`config.mk`:
```
export PLATFORM = sky130hd
export DESIGN_NAME = fifo_sync_param
export DESIGN_NICKNAME = d
export VERILOG_FILES = /design/src/rtl/fifo_sync_param.sv
export SDC_FILE = /design/constraint.sdc
export NUM_CORES = 1
export LEC_CHECK = 0
export CAP_MARGIN = 10
export CORE_MARGIN = 10
export CORE_UTILIZATION = 41
export CTS_CLUSTER_DIAMETER = 100
export DETAILED_ROUTE_END_ITERATION = 8
export PLACE_DENSITY = 0.61
export SYNTH_ARGS = -nofsm -noshare
export SYNTH_HDL_FRONTEND = slang
export SYNTH_SLANG_ARGS = --single-unit
```
`constraint.sdc`:
```
create_clock -name clk -period 4.3 [get_ports clk]
set_clock_uncertainty 0.05 [all_clocks]
set_input_delay 1.29 -clock clk [delete_from_list [all_inputs] [get_ports clk]]
set_output_delay 1.29 -clock clk [all_outputs]
set_load 0.02 [all_outputs]
```
`src/rtl/fifo_sync_param.sv`:
```
// fifo_sync_param: parametrised single-clock FIFO with occupancy count,
// programmable almost-full/almost-empty flags, sticky overflow/underflow
// flags and a read-data valid strobe.
//
// Optional feature macro: FIFO_FWFT_EN
//   undefined : registered read, rd_data/rd_valid update on the edge after rd_en
//   defined   : first-word-fall-through, head word shown whenever not empty
//
// Ports:
//   clk          rising-edge clock
//   reset        asynchronous active-high reset
//   wr_en        write request
//   wr_data      write data word
//   rd_en        read request
//   rd_data      read data word
//   rd_valid     rd_data carries a newly popped word (FWFT: head is valid)
//   empty        count == 0
//   full         count == DEPTH
//   almost_empty count <= AEMPTY_THRESH
//   almost_full  count >= AFULL_THRESH
//   count        occupancy, 0..DEPTH
//   overflow     sticky: a write was dropped
//   underflow    sticky: a read was refused
//   clr_err      synchronous clear of overflow/underflow
module fifo_sync_param #(
    parameter int unsigned N_ADDR_BITS   = 2,
    parameter int unsigned FIFO_WIDTH    = 8,
    parameter int unsigned AFULL_THRESH  = (1 << N_ADDR_BITS) - 1,
    parameter int unsigned AEMPTY_THRESH = 1
) (
    input  logic                   clk,
    input  logic                   reset,
    input  logic                   wr_en,
    input  logic [FIFO_WIDTH-1:0]  wr_data,
    input  logic                   rd_en,
    output logic [FIFO_WIDTH-1:0]  rd_data,
    output logic                   rd_valid,
    output logic                   empty,
    output logic                   full,
    output logic                   almost_empty,
    output logic                   almost_full,
    output logic [N_ADDR_BITS:0]   count,
    output logic                   overflow,
    output logic                   underflow,
    input  logic                   clr_err
);

    localparam int unsigned DEPTH = 1 << N_ADDR_BITS;
    localparam int unsigned CW    = N_ADDR_BITS + 1;

    localparam logic [CW-1:0]          DEPTH_C  = CW'(DEPTH);
    localparam logic [CW-1:0]          AFULL_C  = CW'(AFULL_THRESH);
    localparam logic [CW-1:0]          AEMPTY_C = CW'(AEMPTY_THRESH);
    localparam logic [CW-1:0]          CNT_ONE  = CW'(1);
    localparam logic [N_ADDR_BITS-1:0] PTR_ONE  = N_ADDR_BITS'(1);

    logic [FIFO_WIDTH-1:0]  mem_q [DEPTH];

    logic [N_ADDR_BITS-1:0] wr_ptr_q, wr_ptr_d;
    logic [N_ADDR_BITS-1:0] rd_ptr_q, rd_ptr_d;
    logic [CW-1:0]          count_q,  count_d;
    logic                   ovf_q,    ovf_d;
    logic                   udf_q,    udf_d;

    logic rd_acc;
    logic wr_acc;

    // Flags are decoded from the registered count
    assign empty        = (count_q == '0);
    assign full         = (count_q == DEPTH_C);
    assign almost_empty = (count_q <= AEMPTY_C);
    assign almost_full  = (count_q >= AFULL_C);
    assign count        = count_q;
    assign overflow     = ovf_q;
    assign underflow    = udf_q;

    // A read frees a slot in the same edge, so a full FIFO still takes a write
    assign rd_acc = rd_en & ~empty;
    assign wr_acc = wr_en & (~full | rd_acc);

    always_comb begin
        wr_ptr_d = wr_ptr_q;
        rd_ptr_d = rd_ptr_q;
        count_d  = count_q;
        ovf_d    = ovf_q;
        udf_d    = udf_q;

        if (wr_acc) wr_ptr_d = wr_ptr_q + PTR_ONE;
        if (rd_acc) rd_ptr_d = rd_ptr_q + PTR_ONE;

        case ({wr_acc, rd_acc})
            2'b10:   count_d = count_q + CNT_ONE;
            2'b01:   count_d = count_q - CNT_ONE;
            default: count_d = count_q;
        endcase

        // Clear wins over a same-cycle error event
        if (clr_err) begin
            ovf_d = 1'b0;
            udf_d = 1'b0;
        end else begin
            if (wr_en & ~wr_acc) ovf_d = 1'b1;
            if (rd_en & ~rd_acc) udf_d = 1'b1;
        end
    end

    always_ff @(posedge clk or posedge reset) begin
        if (reset) begin
            wr_ptr_q <= '0;
            rd_ptr_q <= '0;
            count_q  <= '0;
            ovf_q    <= 1'b0;
            udf_q    <= 1'b0;
        end else begin
            wr_ptr_q <= wr_ptr_d;
            rd_ptr_q <= rd_ptr_d;
            count_q  <= count_d;
            ovf_q    <= ovf_d;
            udf_q    <= udf_d;
        end
    end

    // Storage is deliberately not reset
    always_ff @(posedge clk) begin
        if (wr_acc) mem_q[wr_ptr_q] <= wr_data;
    end

`ifdef FIFO_FWFT_EN
    // Head entry is only shown when it holds a written word
    assign rd_data  = empty ? '0 : mem_q[rd_ptr_q];
    assign rd_valid = ~empty;
`else
    logic [FIFO_WIDTH-1:0] rd_data_q;
    logic                  rd_valid_q;

    // Head is captured before any same-edge write into the reused slot
    always_ff @(posedge clk or posedge reset) begin
        if (reset) begin
            rd_data_q  <= '0;
            rd_valid_q <= 1'b0;
        end else begin
            rd_valid_q <= rd_acc;
            if (rd_acc) rd_data_q <= mem_q[rd_ptr_q];
        end
    end

    assign rd_data  = rd_data_q;
    assign rd_valid = rd_valid_q;
`endif

endmodule

```
; Word level (Yosys, flattened, before mapping)
; Memory sizes are Yosys's and may differ from the RTL's. A register that Yosys moved wholly into a read port is not among the register bits.
; Index checks and enable logic that the tools add are counted.
[op_classes]
add_sub_neg = 4
order_cmp = 2
n_eq_ne = 3
muxes = 7
n_bitwise = 9
n_reduce_logical = 4
[op_table]
columns = operator, n
row1 = 1-bit two-way mux, 6
row2 = 3-bit case mux with 2 select lines, 1
row3 = 2-bit nonzero test, 3
row4 = "2-bit by 1-bit adder with 2-bit output, second input constant", 2
row5 = 1-bit AND, 4
row6 = 1-bit NOT, 4
row7 = "3-bit by 1-bit adder with 3-bit output, second input constant", 1
row8 = "3-bit == test, second input constant", 1
row9 = "3-bit by 2-bit >= comparator with 1-bit output, second input constant", 1
row10 = "3-bit by 1-bit less-or-equal comparator with 1-bit output, second input constant", 1
row11 = 3-bit logical NOT, 1
row12 = "3-bit by 1-bit subtractor with 3-bit output, second input constant", 1
row13 = "2-bit by 1-bit == test with 1-bit output, second input constant", 1
row14 = "2-bit == test, second input constant", 1
row15 = 1-bit bitwise OR, 1
[totals]
register_bits = 10
ram_bits = 32
in_bits = 13
out_inout_bits = 18
wordCells = 36
n_memories = 1
[memory_table]
columns = memory, depth, width, rd, rd_clocked_by_memory_dff, wr, line
row1 = mem_q, 4, 8, 1, 1, 1, 57  ; logic [FIFO_WIDTH-1:0] mem_q [DEPTH];

; Logic depth before layout (Yosys ltp)
; Gate-level depths: netlist of the first run.
[depth]
word_depth = 9
depth_mapped = 9
ltp_nobuf = 9

; Least setup slack after synthesis of the first run
; Ideal clock, no wire load.
[synth_path]
path_kind = reg-to-output
start = register count_q[0], in the netlist count[0]
end = output port almost_full
t_arrival_ns = 1.181
required_ns = 2.960
setup_slack_ns = 1.779
path_stages_with_launch = 5
path_buffers = 0
cell_sequence = dfrtp_1 > ha_1 > ha_1 > nor2_1 > o21ai_0
[synth_via]
elab_chain_cells = 1
[synth_rtl]
columns = element, line
row1 = "start, declared", 61  ; logic [CW-1:0] count_q, count_d;
row2 = "start signal, assigned", 117  ; count_q <= count_d;
row3 = 3-bit by 2-bit >= comparator with 1-bit output, 72  ; assign almost_full = (count_q >= AFULL_C);
row4 = "end, declared", 41  ; output logic almost_full,
; No other way between the ends.

; Final worst setup path of the first run
[layout_path]
start = register count_q[0], in the netlist count[0]
end = output port empty
[layout_via]
elab_chain_cells = 1
[layout_rtl]
columns = element, line
row1 = 3-bit logical NOT, 69  ; assign empty = (count_q == '0);
row2 = "end, declared", 38  ; output logic empty,
; No other way between the ends.

==> results.yml, run 1 <==
routing:
  via_per_inst: 4.71
  routed_wl_um: 3680
  wire_per_inst_um: 16.6
  drt_iter0_drc: 46
  via_count: 1046
  dr.pass1.iters: 2
  drcViolationCount: 0
  antenna_left: 0
die:
  die-area_mm2: 0.00820
  start_util_pct: 42.7
  rows: 25
  die_y_um: 90.6
  io_pins: 31
  core_area_mm2: 0.00479
  die_w_um: 90.6
clock_tree:
  clk_latency_ps: 300
  path_clk_slew_ps: 80
  root_buffer: "clkbuf_8"
  post_cts_buffers: 0
  cts_buffers: 5
  hold_buffers: 0
  cts_resized: 0
  cts_tree: "done"
  clock_sinks: 50
  h-tree-depth: 2
  cts_buffer_depth: 2
logic_synthesis:
  synth_compound_area_share_pct: 2.63
  synth_common_cells: "edfxtp_1, dfrtp_1, inv_1"
  synthTopCellsByArea: "edfxtp_1, dfrtp_1, mux4_2, ha_1, mux2_2"
  synth_area_per_cell_um2: 17.2
  synth_mux_area_share_pct: 13.8
  yosys.area_share.simple_pct: 3.25
  yosysTopAreaCellShare_pct: 47.1
  synth_most_common_cell: "edfxtp_1"
  synth_nets: 142
  ys_warn_count: 0
  ys_ff_latch: 50
  seq_area_frac_synth_pct: 69.1
  synth-xor-area-share_pct: 2.14
  synth_top_area_cell: "edfxtp_1"
  synth_area_mm2: 0.00204
  synth_adder_area_share_pct: 6.13
  dominantRegCellSynth: "edfxtp_1"
  netlist-cell-type-count: 20
  synth_top_family_by_area: "multiplexers"
  async_flop_share_pct: 36.0
  synthCells: 119
  synth_edf_count: 32
power:
  power.density_mw_per_mm2: 683
  power_mw: 1.71
  p_leak_nw: 0.948
  vdd_drop_max_v: 0.000285
place:
  dpl.hpwl_um: 2670
  port_buffers: 30
  place_area_mm2: 0.00241
  placedCellCount: 214
  post-place-ws_ps: 1180
  gp_congestion: 0.785
sta:
  setup_viol: 0
  hold_viol: 0
  min_period_ps: 3230
  holdWs_ps: 457
  worst_pin_slew_ps: 714
  setup_tns_ps: 0
  rsz0062_at_grt: "no"
  max_slew_margin_pct: 52.4
  fin_crit_sh_pct: 75.0
  max_freq_mhz: 310
  drv_slew: 0
  fin_ws_ps: 1070
critical_path:
  critPathKind: "reg2out"
  path_cells: "inv_1, ha_1, nand2b_1, inv_1, clkdlybuf4s50_1"
  arrival_ps: 1890
  crit_fanout: 5
  critPathMostFrequentCell: "inv_1"
  path_buf_inv: 3
  slowest_delay_ps: 600
  crit_family: "buffers and inverters"
  worst_setup_path_start_kind: "flop"
  slowest_stage: "clkdlybuf4s50_1"
  endpoint_kind: "primary output"
  crit_required_ps: 2960
final_layout:
  fin_util_pct: 52.1
  fin_cells: 222
  final_cell_area_mm2: 0.00249
  diodes: 0
  area_growth_pct: 22.2
  fillers: 413
  final_layout_size_suffix_gt1_share_pct: 14.8
  num-nets-final: 177
run_status:
  status: "finished, final reports clean"
job:
  max-cap-violations: 0
global_route:
  antenna_found_initial: 0
  grt_pass1_vias: 1205
  grt_usage_pct: 9.65
  grt_max_degree: 19
  grt_pass1_wl_um: 6180
  gr-total-overflow: 0
worst_hold_path:
  hp-class: "reg2reg"
routing by layer:
metal,track usage [%],vias up,wire length [µm]
met2,17.0,25,1900
met1,10.1,514,1540
met4,3.58,0,53
met5,0,-,0
met3,3.82,7,191
li1,-,500,-
tightest hold or removal path, cell delays in order, from the launching register on:
cell and delay [ps]:
dfrtp_1 350, a21oi_1 40, nor2_1 80
layout by cell type (no fill, tap or decap):
| cell type | instances |
|---|---|
| a21oi_1 | 3 |
| a31oi_1 | 1 |
| a41oi_1 | 1 |
| and2_1 | 4 |
| clkbuf_1 | 2 |
| clkbuf_8 | 5 |
| clkdlybuf4s50_1 | 30 |
| clkinvlp_4 | 1 |
| dfrtp_1 | 18 |
| edfxtp_1 | 32 |
| ha_1 | 10 |
| inv_1 | 12 |
| mux2_2 | 9 |
| mux4_2 | 8 |
| nand2_1 | 3 |
| nand2b_1 | 1 |
| nand3_1 | 1 |
| nor2_1 | 5 |
| o21a_1 | 1 |
| o21ai_0 | 2 |
| o22ai_1 | 1 |
| xnor2_1 | 5 |
kinds of logic after synthesis:
logic type | count (synthesis)
buffers and inverters | 14
muxes | 17
and+or+nand+nor | 14
DFF | 50
AOI/OAI and AO/OA | 9
xor gates and xnor gates | 5
adders and majority gates | 10
final cells by class:
cell class              count  area, µm²  area share [%]
flip-flops and latches     50       1410            56.6
multi-input cells          55        571            22.9
repair buffers             30        300            12.0
well taps                  67       83.8            3.36
clock buffers               7       76.3            3.06
inverters                  12       45.0            1.81
clock inverters             1       7.51           0.301
where the power goes:
part	switching [mW]	leakage, nW	internal (mW)	total, mW
registers	0.111	0.510	0.659	0.770
clock network	0.142	0.0385	0.115	0.257
logic	0.322	0.400	0.357	0.678
registers in the layout, summed over array words and instances (netlist names):
register,flops
overflow,1
wr_ptr_q,2
rd_valid,1
underflow,1
rd_data,8
count,3
mem_q,32
rd_ptr_q,2
final timing paths:
path / end / from / slack [ps] / cells past startpoint
setup / recovery: empty / count[0]$_DFFE_PP0P_ / 1070 / 5
hold / removal: underflow$_DFFE_PP0P_ / underflow$_DFFE_PP0P_ / 460 / 2
setup reg to reg: count[2]$_DFFE_PP0P_ / count[0]$_DFFE_PP0P_ / 2110 / 8
hold reg to reg: underflow$_DFFE_PP0P_ / underflow$_DFFE_PP0P_ / 460 / 2
max in group asynchronous: wr_ptr_q[0]$_DFFE_PP0P_ / reset / 2380 / 2
min in group asynchronous: rd_data[5]$_DFFE_PP0P_ / reset / 1360 / 2
Note: power is estimated with default switching activity, not from simulation.
==> run 2, diff against run 1 <==
Clock period 4.3 ns to 3.1 ns, I/O delays scaled along.
==> run 2 against run 1 <==
Net effect: sequential share of layout area shrank 0.20 points; global-route usage is essentially flat; via count is essentially flat; routed wire length shrank 0.30%; design area grew 0.35%; non-clock buffer count grew 1; flip-flop and latch count is the same; largest power group unchanged; highest routed layer unchanged.
==> results.yml, run 2 (synthesis gave the netlist of run 1 again) <==
run_status:
  status: "finished, final reports clean"
power:
  power.density_mw_per_mm2: 945
  p_leak_nw: 0.956
  vdd_drop_max_v: 0.000430
place:
  placedCellCount: 215
  dpl.hpwl_um: 2680
  gp_congestion: 0.722
  post-place-ws_ps: 460
  port_buffers: 30
clock_tree:
  root_buffer: "clkbuf_8"
  cts_tree: "done"
  cts_buffer_depth: 2
  post_cts_buffers: 0
  hold_buffers: 0
  cts_resized: 0
  cts_buffers: 5
  clock_sinks: 50
  clk_latency_ps: 290
  path_clk_slew_ps: 90
  h-tree-depth: 2
global_route:
  grt_max_degree: 19
  antenna_found_initial: 0
  grt_pass1_wl_um: 6140
  grt_pass1_vias: 1135
  gr-total-overflow: 0
  grt_usage_pct: 9.61
critical_path:
  path_cells: "inv_1, ha_1, nand2b_1, inv_1, clkdlybuf4s50_1"
  critPathMostFrequentCell: "inv_1"
  arrival_ps: 1880
  slowest_stage: "clkdlybuf4s50_1"
  path_buf_inv: 3
  critPathKind: "reg2out"
  crit_fanout: 5
  crit_family: "buffers and inverters"
  slowest_delay_ps: 600
  worst_setup_path_start_kind: "flop"
  endpoint_kind: "primary output"
  crit_required_ps: 2120
final_layout:
  fillers: 399
  largest_register_ffs: 32
  num-nets-final: 178
  final_common_cell: "edfxtp_1"
  top_register: "mem_q"
  fin_cells: 223
  diodes: 0
  multiInputGateArea_um2: 571
  area_growth_pct: 22.6
  layout_common_cells: "edfxtp_1, clkdlybuf4s50_1, dfrtp_1"
  area.sequential_mm2: 0.00141
  final_layout_size_suffix_gt1_share_pct: 16.0
routing:
  dr.pass1.iters: 4
  drcViolationCount: 0
  drt_iter0_drc: 117
  via_per_inst: 4.70
  wire_per_inst_um: 16.5
  via_count: 1047
  antenna_left: 0
  routed_wl_um: 3670
sta:
  fin_crit_sh_pct: 92.1
  min_period_ps: 2860
  max_freq_mhz: 350
  setup_tns_ps: 0
  fin_ws_ps: 244
  worst_pin_slew_ps: 737
  rsz0062_at_grt: "no"
  setup_viol: 0
  max_slew_margin_pct: 50.8
  hold_viol: 0
  drv_slew: 0
die:
  die-area_mm2: 0.00820
  rows: 25
  start_util_pct: 42.7
  core_area_mm2: 0.00479
  io_pins: 31
  die_w_um: 90.6
  die_y_um: 90.6
worst_hold_path:
  hp-class: "reg2reg"
job:
  max-cap-violations: 0
## run 2: layout make-up
type | count | share of cell area (%)
sequential | 50 | 56.4
clock buffer | 5 | 2.75
tap | 67 | 3.35
timing repair buffer | 31 | 12.3
inverter | 12 | 1.80
multi-input combinational | 55 | 22.8
clock inverter | 3 | 0.650
## run 2: final timing paths
kind / startpoint / to / slack (ps) / cells past startpoint
worst min-delay path: underflow$_DFFE_PP0P_ / underflow$_DFFE_PP0P_ / 460 / 2
worst min register to register: underflow$_DFFE_PP0P_ / underflow$_DFFE_PP0P_ / 460 / 2
worst max-delay path: count[0]$_DFFE_PP0P_ / empty / 240 / 5
worst max register to register: count[0]$_DFFE_PP0P_ / count[2]$_DFFE_PP0P_ / 1130 / 8
min in group asynchronous: reset / rd_data[5]$_DFFE_PP0P_ / 1010 / 2
max in group asynchronous: reset / count[1]$_DFFE_PP0P_ / 1520 / 2
## run 2: routing by layer
metal | track usage, % | routed length (µm) | vias to the layer above
met5 | 0 | 0 | -
met2 | 14.7 | 1820 | 24
li1 | - | - | 501
met3 | 3.24 | 153 | 2
met1 | 12.2 | 1680 | 520
met4 | 3.85 | 21 | 0
## run 2: stage by stage
| stage | total power [mW] | utilization [%] | instance area, µm² | hold WS, ps |
|---|---|---|---|---|
| after floorplan | 1.66 | - | 2040 | 484 |
| after global placement | 2.02 | 50.5 | 2420 | 438 |
| after detailed placement | 2.04 | 50.5 | 2420 | 450 |
| after CTS | 2.41 | 52.3 | 2500 | 470 |
| after global routing | 2.55 | 52.3 | 2500 | 486 |
| final | 2.37 | 52.3 | 2500 | 464 |
## run 2: power by group
| group | total, mW | internal [mW] | switching (mW) | leakage [nW] |
|---|---|---|---|---|
| Sequential | 1.06 | 0.913 | 0.147 | 0.510 |
| Combinational | 0.944 | 0.497 | 0.447 | 0.404 |
| Clock | 0.361 | 0.155 | 0.206 | 0.0416 |
## run 2: tightest hold or removal path: stages (launching register included)
cell	delay, ps
dfrtp_1	360
a21oi_1	50
nor2_1	70
